--- config.mk ---
export PLATFORM = sky130hd
export DESIGN_NAME = pio_in_edge_irq
export DESIGN_NICKNAME = d
export VERILOG_FILES = /design/src/rtl/pio_pkg.sv /design/src/rtl/pio_debounce.sv /design/src/rtl/pio_in_edge_irq.sv
export SDC_FILE = /design/constraint.sdc
export NUM_CORES = 1
export LEC_CHECK = 0
export BUFFER_PORTS_ARGS = -buffer_cell sky130_fd_sc_hd__buf_2
export CORE_ASPECT_RATIO = 1.1
export CORE_MARGIN = 2
export CORE_UTILIZATION = 40
export DETAILED_ROUTE_END_ITERATION = 7
export GPL_TIMING_DRIVEN = 0
export PLACE_DENSITY = 0.62
export REMOVE_ABC_BUFFERS = 1
export SYNTH_ARGS = -nofsm -noshare
export SYNTH_HDL_FRONTEND = slang
export SYNTH_SLANG_ARGS = --single-unit
--- constraint.sdc ---
create_clock -name clk -period 4.9 [get_ports clk]
set_input_delay 0.49 -clock clk [delete_from_list [all_inputs] [get_ports clk]]
set_output_delay 0.49 -clock clk [all_outputs]
set_load 0.05 [all_outputs]
--- src/rtl/pio_pkg.sv ---
// Shared register offsets and sizing helpers for the edge-capturing parallel input port.
package pio_pkg;

  localparam int unsigned DataW = 32;
  localparam int unsigned AddrW = 3;

  localparam logic [AddrW-1:0] ADDR_DATA = 3'd0;
  localparam logic [AddrW-1:0] ADDR_RISE = 3'd1;
  localparam logic [AddrW-1:0] ADDR_FALL = 3'd2;
  localparam logic [AddrW-1:0] ADDR_MASK = 3'd3;
  localparam logic [AddrW-1:0] ADDR_EDGE = 3'd4;

  // Counter width for a debounce window; never narrower than one bit.
  function automatic int unsigned cnt_width(input int unsigned cycles);
    return (cycles == 0) ? 1 : $clog2(cycles + 1);
  endfunction

endpackage

--- src/rtl/pio_debounce.sv ---
// One input bit: two-flop synchroniser followed by a stable-count debounce filter.
module pio_debounce
  import pio_pkg::*;
#(
  parameter int unsigned DEBOUNCE_CYCLES = 16
) (
  input  logic clk_i,
  input  logic rst_i,
  input  logic in_i,
  output logic stable_o
);

  logic sync1_q, sync2_q;

  always_ff @(posedge clk_i or posedge rst_i) begin
    if (rst_i) begin
      sync1_q <= 1'b0;
      sync2_q <= 1'b0;
    end else begin
      sync1_q <= in_i;
      sync2_q <= sync1_q;
    end
  end

  if (DEBOUNCE_CYCLES == 0) begin : g_bypass
    assign stable_o = sync2_q;
  end else begin : g_filter
    localparam int unsigned CntW = cnt_width(DEBOUNCE_CYCLES);
    localparam logic [CntW-1:0] CntLast = CntW'(DEBOUNCE_CYCLES - 1);

    logic            stable_q, stable_d;
    logic [CntW-1:0] cnt_q, cnt_d;

    // Counter only runs while the synced level disagrees with the accepted one.
    always_comb begin
      stable_d = stable_q;
      cnt_d    = '0;
      if (sync2_q != stable_q) begin
        if (cnt_q == CntLast) begin
          stable_d = sync2_q;
        end else begin
          cnt_d = cnt_q + 1'b1;
        end
      end
    end

    always_ff @(posedge clk_i or posedge rst_i) begin
      if (rst_i) begin
        stable_q <= 1'b0;
        cnt_q    <= '0;
      end else begin
        stable_q <= stable_d;
        cnt_q    <= cnt_d;
      end
    end

    assign stable_o = stable_q;
  end

endmodule

--- src/rtl/pio_in_edge_irq.sv ---
// Avalon-MM parallel input port with debounced inputs, edge capture and masked level IRQ.
module pio_in_edge_irq
  import pio_pkg::*;
#(
  parameter int unsigned WIDTH           = 4,
  parameter int unsigned DEBOUNCE_CYCLES = 16,
  parameter int unsigned EDGE_RESET      = 1
) (
  input  logic             clk,
  input  logic             reset,
  input  logic [AddrW-1:0] address,
  input  logic             chipselect,
  input  logic             write_n,
  input  logic [DataW-1:0] writedata,
  output logic [DataW-1:0] readdata,
  input  logic [WIDTH-1:0] in_port,
  output logic             irq
);

  localparam logic             EdgeRstBit = (EDGE_RESET & 32'd1) != 0;
  localparam logic [WIDTH-1:0] RiseRst    = {WIDTH{EdgeRstBit}};

  logic [WIDTH-1:0] stable;
  logic [WIDTH-1:0] prev_q;
  logic [WIDTH-1:0] edge_q, edge_d;
  logic [WIDTH-1:0] rise_en_q, rise_en_d;
  logic [WIDTH-1:0] fall_en_q, fall_en_d;
  logic [WIDTH-1:0] mask_q, mask_d;
  logic [WIDTH-1:0] cap_q, cap_d;
  logic             irq_q, irq_d;
  logic [DataW-1:0] rd_q, rd_d;
  logic             wr;
  logic [WIDTH-1:0] wdata;
  logic [WIDTH-1:0] clr;
  logic             unused_wdata;

  for (genvar i = 0; i < WIDTH; i++) begin : g_bit
    pio_debounce #(
      .DEBOUNCE_CYCLES(DEBOUNCE_CYCLES)
    ) u_debounce (
      .clk_i   (clk),
      .rst_i   (reset),
      .in_i    (in_port[i]),
      .stable_o(stable[i])
    );
  end

  assign wr           = chipselect & ~write_n;
  assign wdata        = writedata[WIDTH-1:0];
  assign unused_wdata = ^writedata;
  assign clr          = (wr && (address == ADDR_EDGE)) ? wdata : '0;

  always_comb begin
    edge_d = (stable & ~prev_q & rise_en_q) | (~stable & prev_q & fall_en_q);
    // A fresh edge wins over a simultaneous clear of the same bit.
    cap_d  = (cap_q & ~clr) | edge_q;
    irq_d  = |(cap_q & mask_q);
  end

  always_comb begin
    rise_en_d = rise_en_q;
    fall_en_d = fall_en_q;
    mask_d    = mask_q;
    if (wr) begin
      case (address)
        ADDR_RISE: rise_en_d = wdata;
        ADDR_FALL: fall_en_d = wdata;
        ADDR_MASK: mask_d    = wdata;
        default: ;
      endcase
    end
  end

  always_comb begin
    rd_d = '0;
    case (address)
      ADDR_DATA: rd_d[WIDTH-1:0] = stable;
      ADDR_RISE: rd_d[WIDTH-1:0] = rise_en_q;
      ADDR_FALL: rd_d[WIDTH-1:0] = fall_en_q;
      ADDR_MASK: rd_d[WIDTH-1:0] = mask_q;
      ADDR_EDGE: rd_d[WIDTH-1:0] = cap_q;
      default: ;
    endcase
  end

  always_ff @(posedge clk or posedge reset) begin
    if (reset) begin
      prev_q    <= '0;
      edge_q    <= '0;
      rise_en_q <= RiseRst;
      fall_en_q <= '0;
      mask_q    <= '0;
      cap_q     <= '0;
      irq_q     <= 1'b0;
      rd_q      <= '0;
    end else begin
      prev_q    <= stable;
      edge_q    <= edge_d;
      rise_en_q <= rise_en_d;
      fall_en_q <= fall_en_d;
      mask_q    <= mask_d;
      cap_q     <= cap_d;
      irq_q     <= irq_d;
      rd_q      <= rd_d;
    end
  end

  assign readdata = rd_q;
  assign irq      = irq_q;

endmodule

# Word-level counts from Yosys, hierarchy flattened
# Cells that the tools add are included.
# word_totals
ff_bits,61
in_bits,43
output_inout_bits,33
# classes
n_addsub,4
n_eq_ne,12
mux,10
n_bitwise,13
n_reduce_logical,10
# op_table
operator,n
$mux W5,8
$and A4 B4 Y4,6
$add A5 B1 Y5 const B,4
$eq A5 B4 Y1 const B,4
$pmux W4 S5,1
$reduce_and A2 Y1,7
$not A4 Y4,3
$or A4 B4 Y4,2
$eq A3 B2 Y1 const B,2
$mux W4,1
$ne A1 B1 Y1,4
$reduce_or A4 Y1,1
$eq A3 B1 Y1 const B,1
$eq A3 B3 Y1 const B,1
$logic_not A3 Y1,1
$and A1 B1 Y1,1
$logic_and A1 B1 Y1,1
$not A1 Y1,1

# Longest topological paths before layout
# Gate-level depths: netlist of run 1.
# depth
depth_word,7
ltp_mapped,4

# Hierarchy
# A second synthesis of run 1 with hierarchy kept.
# hier_totals
hier_cells,220
hier_area_um2,2682.6
# by_module_without_submodules
module,n_inst,cells_each,area_per_inst_um2
pio_in_edge_irq,1,124,1451.4
pio_debounce,4,24,307.8

# Worst setup path before layout of run 1
# Ideal clock, no wire load.
# synth_timing
path_kind,input-to-reg
from,in chipselect
to,reg fall_en_q[0]
setup_ns,0.127
t_arrival_ns,1.284
required_time_ns,4.773
setup_slack_ns,3.488
cell_stages,3
path_buffers,0
cell_sequence,nor2b_4 > and4bb_4 > mux2_1
# synth_via
elab_chain_len,2
# synth_rtl
element,line,rtl
"start, declared",pio_in_edge_irq.sv:12,"input logic chipselect,"
$and A1 B1 Y1,pio_in_edge_irq.sv:48,assign wr = chipselect & ~write_n;
$reduce_and A2 Y1 (no line),--,
"end signal, assigned",pio_in_edge_irq.sv:100,fall_en_q <= fall_en_d;
"end, declared",pio_in_edge_irq.sv:27,"logic [WIDTH-1:0] fall_en_q, fall_en_d;"
# No other way between the ends.
# A chain may end at the register's enable or synchronous reset.

# Worst setup path after layout of run 1
# layout_timing
from,"reg rd_q[1], in the netlist readdata[1]"
to,out readdata[1]
# layout_lines
element,line,rtl
"start, declared",pio_in_edge_irq.sv:31,"logic [DataW-1:0] rd_q, rd_d;"
"start signal, assigned",pio_in_edge_irq.sv:104,rd_q <= rd_d;
"end, declared",pio_in_edge_irq.sv:15,"output logic [DataW-1:0] readdata,"
# No word-level cell between the ends.

==> run summary, run 1 <==
The flow ran to the end, and the final reports show no timing, DRC or antenna violations. The portion of synthesized cell area occupied by the leading cell type works out to 0.535. The proportion of layout cells with a drive suffix above 1 came out at 0.253.

The tools report the sequential area share after synthesis as 0.574. Leaving out fill and tap cells, the most frequent cell in the layout is dfrtp_1. After floorplanning, the core was divided into 31 placement rows. The critical path is of the flip-flop to output port type. The leakage power summed over all cells is 1.55 nW. The final-stage net count was 283; the DRC marker count from the first detailed-route iteration was 87.

The kind of cell with the highest combined delay on the critical path was flip-flops. The core region is 6520 µm². The run gives 0.480 as the register share of total power.

Setup repair after global routing left no endpoint under its margin. Across all register-to-register paths, the minimum setup slack is 3.65 ns. After detailed routing, the total wire length is 4250 µm.

Based on the critical path, the design can be clocked at up to 0.711 GHz. Combined buffer and inverter count along the critical path: 1. The slowest stage of the critical path belongs to the cell dfrtp_1. The number of enable-type register cells in the synthesized netlist is 0, and the routability congestion estimate from global placement is 0.742. Post-cts sizing count: 0.

The die width is 81.8 µm, and the total count of max-transition violations in the final report is 0. In this run the remaining antenna-violating nets after routing total 0. The tools report the clock sink count as 61. The run gives 0.409 as the starting density of the core.

The highest fanout seen on the critical path is 1, and the maximum number of pins on one net before global-route repair is 44. Most instantiated flip-flop cell in the synthesis netlist: dfrtp_1. On the final layout, the worst hold slack is 0.144 ns. The final period demand of the worst path came out at 1.41 ns. In the layout the commonest cells are 57 x dfrtp_1, 28 x conb_1, 19 x buf_2. The final setup skew is 0.00687 ns, and the average cell area after synthesis is 12.8 µm². The number of diodes was 0. TritonCTS built the clock tree. The run gives 883 µW as the internal power consumption. Critical path data required time: 4.41 ns. The floorplan step defined a die boundary enclosing 7340 µm². The die is 89.6 µm tall. The proportion of power drawn by the clock network came out at 0.393. The run gives 0.34 ns as the insertion delay of the later-clocked pin in the worst-skew pair.

The kind of capture point of the worst setup path is an output port. The setup TNS after final layout was 0 ns; the number of max-capacitance violations reported was 0. Synthesis inferred 61 register bits. The cell area that synthesis handed to floorplanning was 2670 µm². Walking the worst path, the cells encountered are buf_2. The part of the power in combinational logic is 0.127, and the number of post-CTS setup repair buffers is 0. The number of synthesis warnings was 0. The worst stage delay on the critical path works out to 0.33 ns. In this run the worst hold path is classified as primary input to asynchronous set/reset pin. The number of endpoints failing setup at the final stage is 0. The maximum buffer depth of the clock tree was 2; the fraction of registers with async set/reset was 1.00.

Summed over all layers, the global routing overflow is 0. In the final routed layout, each cell accounts on average for 13.1 µm. The tools report the number of buffers inserted for hold repair after clock tree synthesis as 0. The count of port buffers added during placement is 19, and the number of remaining DRC errors is 0. First-pass iteration count of the detailed router: 4. Detailed routing inserted a total of 1523 vias. For the data arrival time of the worst path, the log shows 0.92 ns.

Summed over all instances, the cell type with the most area after synthesis is dfrtp_1. Using the TritonRoute via totals, the vias-per-cell ratio works out to 4.72. The post-route clock period utilization works out to 0.287. The category of the worst setup path launch point is a flip-flop. The logs give 2860 µm for the detailed placement HPWL and 0 for the number of endpoints with negative hold slack in the final report.

The power density over the cells was 405 nW/µm²; the fraction of power spent switching nets was 0.264. The aggregate global-route resource usage is 0.135. Clock-pin slew was measured on the worst setup and hold paths at 0.07 ns.

The clock tree synthesis step divided the H-tree into 3 levels. The via count of the first global-routing pass was 1511; the highest ir drop seen on vdd was 0.164 mV. In the post-synthesis netlist, the biggest area contributors are dfrtp_1 53%, buf_4 8.2%, mux2_2 5.1%. The logs give 316 µW for the switching power summed over all nets and 0 for the initial antenna violation count. The tree is rooted in a clkbuf_8. The logs give 33 for the count of cell types in the netlist and 9 for the total CTS buffers. The first global-routing pass estimated 7050 µm of wire. The tools report the gate count after technology mapping as 209.

The number of top-level pins is 76. The layout-stage area growth over the synthesis result works out to 10.9%.
-- power by group through the flow --
stage	sequential, mW	combinational (mW)	clock [mW]
2_1_floorplan	0.590	0.111	0
3_3_place_gp	0.583	0.150	0
3_5_place_dp	0.584	0.153	0
4_1_cts	0.575	0.154	0.486
5_1_grt	0.580	0.169	0.513
6_report	0.575	0.153	0.471
-- area by class of cell --
cell class / instances / area (µm²)
fill: 626 / 3560
sequential: 61 / 1530
multi-input combinational: 143 / 998
clock buffer: 11 / 131
timing repair buffer: 20 / 115
tap: 82 / 103
clock inverter: 5 / 75.1
inverter: 1 / 3.75
-- registers in the layout, summed over array words and instances, names as in the netlist --
register and flops:
readdata 4, g_bit.u_debounce.sync2_q 4, irq 1, mask_q 4, g_bit.u_debounce.sync1_q 4, cap_q 4, prev_q 4, g_bit.u_debounce.stable_o 4
rise_en_q 4, g_bit.u_debounce.g_filter.cnt_q 20, fall_en_q 4, edge_q 4
-- routing by layer --
metal	part of all wire	up-vias	wire (µm)	GRT usage
li1	-	731	-	-
met1	0.46	746	1940	0.169
met2	0.46	39	1960	0.198
met3	0.058	7	247	0.0620
met4	0.024	0	100	0.0682
met5	0	-	0	0
-- synthesized netlist by cell type (all sizes together), types with 2 or more instances --
master and instances:
dfrtp 57, buf 31, mux2 20, nor2 13, xor2 12, a22oi 8, and2 8, nand2 8
nand3 8, o22ai 6, a21o 5, o21ai 5, and3 4, dfstp 4, ha 4, nand4 4
nand3b 2, nor2b 2
-- cells by family (layout without fill, tap and decap cells) --
family	after synthesis	count (layout)	share of synthesized area
AO/OA/AOI/OAI	26	26	0.0648
flip-flops	61	61	0.574
buffers and inverters	32	37	0.0892
XOR/XNOR	12	12	0.0394
multiplexers	21	21	0.0939
adder cells (fa/ha/maj)	4	4	0.0188
AND/OR/NAND/NOR	52	52	0.118
other	1	28	0.00141
-- worst paths after layout --
check	endpoint	from	depth (start not counted)
setup / recovery	readdata[1]	readdata[1]	1
setup reg to reg	g_bit[3].u_debounce.stable_o	g_bit[3].u_debounce.g_filter.cnt_q[0]	4
min in group clk	g_bit[2].u_debounce.sync1_q	in_port[2]	1
max in group asynchronous	rise_en_q[3]	reset	3
hold / removal	g_bit[1].u_debounce.sync1_q	reset	2
hold reg to reg	g_bit[3].u_debounce.sync2_q	g_bit[3].u_debounce.sync1_q	0
-- per-stage QoR --
stage	utilization	power (mW)	worst slack, ns	area, µm²	instances
2_1_floorplan	-	0.701	2.90	2530	205
3_3_place_gp	0.419	0.734	2.08	2730	306
3_5_place_dp	0.422	0.737	3.27	2750	307
4_1_cts	0.454	1.22	3.47	2960	323
5_1_grt	0.454	1.26	3.45	2960	323
6_report	0.454	1.20	3.49	2960	323
(Power assumes the default switching activity.)
==> inputs of run 2 (changes only) <==
--- a/config.mk
+++ b/config.mk
@@ -11,7 +11,7 @@
 export CORE_UTILIZATION = 40
 export DETAILED_ROUTE_END_ITERATION = 7
 export GPL_TIMING_DRIVEN = 0
-export PLACE_DENSITY = 0.62
+export PLACE_DENSITY = 0.65
 export REMOVE_ABC_BUFFERS = 1
 export SYNTH_ARGS = -nofsm -noshare
 export SYNTH_HDL_FRONTEND = slang
==> constraint.sdc (replaced) <==
create_clock -name clk -period 1.15 [get_ports clk]
set_input_delay 0.115 -clock clk [delete_from_list [all_inputs] [get_ports clk]]
set_output_delay 0.115 -clock clk [all_outputs]
set_load 0.05 [all_outputs]
==> run summary, run 2 (same netlist as run 1, synthesis figures left out) <==
The run gives 91 (+4.6%) as the DRC marker count from the first detailed-route iteration. The power density over the cells came out at 1540 nW/µm² (+280%). The register containing the most flip-flops in the final layout was g_bit.u_debounce.g_filter.cnt_q. The count of port buffers added during placement works out to 19 (unchanged).

Class of the worst hold path: primary input to asynchronous set/reset pin. The run gives 0.409 (unchanged) as the starting density of the core. The run finished, with violations left. The layout-stage area growth over the synthesis result came out at 17.3%. The highest fanout seen on the critical path was 3 (+2). The clock-pin slew on the worst setup and hold paths was 0.06 ns (about the same).

The total core area was 6520 µm² (unchanged). The vias after detailed routing was 1566 (+2.8%). At the pin with the least slew margin, the transition time is 0.757 ns. The number of remaining DRC errors is 0 (unchanged), and the final period demand of the worst path is 1.19 ns. In the layout the commonest cells are 57 x dfrtp_1, 28 x conb_1, 19 x buf_2, 13 x buf_4, 11 x clkbuf_8. The post-route antenna net violation count is 0 (unchanged), and the data arrival time of the worst path is 1.41 ns (+0.49 ns). The final reports fail on negative hold slack, negative setup slack.

The die width was 81.8 µm (unchanged); the first-pass iteration count of the detailed router was 4 (unchanged). The run gives -0.114 ns (-3.39 ns) as the setup slack after placement. The tools report the insertion delay of the later-clocked pin in the worst-skew pair as 0.34 ns (about the same).

The post-layout utilization of the core is 0.480 (+0.0261), and the final total power is 4.80 mW (+300%). The post-route clock period utilization came out at 1.04. The slack of the worst reg-to-reg path was -0.04 ns (-3.69 ns). The type of the worst setup path is flip-flop to flip-flop. The highest ir drop seen on vdd was 1.01 mV (+510%). Global-route wire length before repair: 7250 µm (+2.8%).

The maximum number of pins on one net before global-route repair is 38 (-14%), and the proportion of layout cells with a drive suffix above 1 is 0.339 (+0.0854). The worst slack on hold paths was -0.0921 ns (-0.236 ns). The critical path data required time is 1.37 ns (-3.04 ns), and the number of endpoints failing setup at the final stage is 4 (+4). The deepest level of the CTS H-tree was 3 (unchanged); the worst-case headroom to the max-slew limit was 0.495. The clock sink count was 61 (unchanged); the final routed wire length divided by cell count was 12.7 µm (-3.4%). The flip-flop count of the largest register, all copies and words added is 20 (unchanged), and the number of top-level pins is 76 (unchanged). In this run the critical register-to-register path is launched from g_bit[1].u_debounce.g_filter.cnt_q[1]. The number of endpoints with negative hold slack in the final report is 34 (+34), and the maximum buffer depth of the clock tree is 2 (unchanged). The cell sitting at the root of the clock tree is a clkbuf_8. The area used by sequential logic in the layout was 1530 µm² (unchanged). The aggregate global-route resource usage was 0.136 (+0.00100). Setup repair after global routing could not meet its margin everywhere. The number of vias per cell after detailed routing was 4.62 (-2.0%). The final setup skew is 0.00595 ns (-0.000919 ns). The total placed instance area is 2750 µm² (unchanged). The via count of the first global-routing pass came out at 1539 (+1.9%). The tools report the final-stage net count as 300 (+6.0%).

The tools report the number of max-capacitance violations reported as 0 (unchanged). The endpoint of the worst register-to-register path is g_bit[1].u_debounce.stable_o. For the number of diodes, the log shows 0 (unchanged). Most common cell after layout, fill and taps aside: dfrtp_1.

The area of the multi-input gates is 1070 µm² (+7.0%). The depth of the worst register-to-register path works out to 4 (unchanged). TritonCTS built the clock tree.

The die boundary height works out to 89.6 µm (unchanged). The total count of max-transition violations in the final report is 0 (unchanged), and the full die area is 7340 µm² (unchanged). Final instance area: 3130 µm² (+5.8%).

For the initial antenna violation count, the log shows 0 (unchanged). For the detailed placement HPWL, the log shows 2750 µm (-3.7%). The run gives 0 (unchanged) as the residual overflow from global routing.

The worst setup path is launched from a flip-flop. The standard-cell row count came out at 31 (unchanged). Number of filler instances in the final layout: 618 (-1.3%).

The routability congestion estimate from global placement is 0.751 (+1.2%). The worst setup path is captured at a flip-flop. The total CTS buffers was 9 (unchanged); the maximum achievable frequency was 0.838 GHz.

Slack of the critical path: -0.0432 ns (-3.54 ns). The leakage power summed over all cells came out at 1.61 nW (+3.9%). Number of buffers inserted for hold repair after clock tree synthesis: 4 (+4). The run gives 4300 µm (+1.3%) as the final wirelength.
run 2: changes by cell type in the layout (fill, tap and decap cells not counted), sizes merged:
cell / previous run / this run
buf: 20 / 33
dlygate4sd3: 0 / 4
bufinv: 2 / 0
clkbuf: 11 / 13
clkinv: 3 / 2
run 2: layer usage:
layer | up-vias | track usage | wire length (µm) | share of wire
met1 | 764 | 0.174 | 1930 | 0.45
li1 | 752 | - | - | -
met2 | 40 | 0.197 | 2020 | 0.47
met4 | 0 | 0.0864 | 121 | 0.028
met5 | - | 0 | 0 | 0
met3 | 10 | 0.0480 | 234 | 0.054
run 2: how the worst max path moves through the flow:
| stage | slack, ns | start | end |
|---|---|---|---|
| 5_1_grt | -0.1 | g_bit[1].u_debounce.g_filter.cnt_q[0] | g_bit[1].u_debounce.stable_o |
| 3_3_place_gp | -1.20 | reset | g_bit[3].u_debounce.g_filter.cnt_q[0] |
| 2_1_floorplan | -0.47 | reset | cap_q[0] |
| 4_1_cts | -0.06 | g_bit[1].u_debounce.g_filter.cnt_q[1] | g_bit[1].u_debounce.stable_o |
| 3_5_place_dp | -0.11 | g_bit[1].u_debounce.g_filter.cnt_q[0] | g_bit[1].u_debounce.stable_o |
| 6_report | -0.04 | g_bit[1].u_debounce.g_filter.cnt_q[1] | g_bit[1].u_debounce.stable_o |
run 2: final cells by class:
cell class	count	share of cell area
flip-flops and latches	61	0.490
multi-input cells	143	0.342
repair buffers	37	0.0808
clock buffers	13	0.0508
well taps	82	0.0328
clock inverters	2	0.00320
inverters	1	0.00120
run 2: metrics by stage:
| stage | instances | hold slack (ns) | TNS [ns] |
|---|---|---|---|
| 2_1_floorplan | 205 | 0.146 | -27.39 |
| 3_3_place_gp | 306 | 0.223 | -71.78 |
| 3_5_place_dp | 307 | 0.224 | -0.788 |
| 4_1_cts | 335 | -0.0731 | -0.172 |
| 5_1_grt | 339 | -0.0177 | -0.398 |
| 6_report | 339 | -0.0921 | -0.121 |
run 2: power by group:
group,total [mW],internal (mW),switching [mW]
registers,2.45,2.34,0.115
clock network,1.63,0.881,0.750
logic,0.717,0.265,0.452
total,4.80,3.48,1.32
run 2: timing repair:
item,4_1_cts,5_1_grt
pin swaps,8,7
buffers inserted,9,4
resized for setup,16,5
hold endpoints to repair,38,34
setup endpoints to repair,5,14
run 2: worst max-delay path: stages (launching register included):
cell	delay, ns
dfrtp_1	0.35
ha_2	0.20
nand3_2	0.11
nor2_2	0.11
mux2_4	0.30
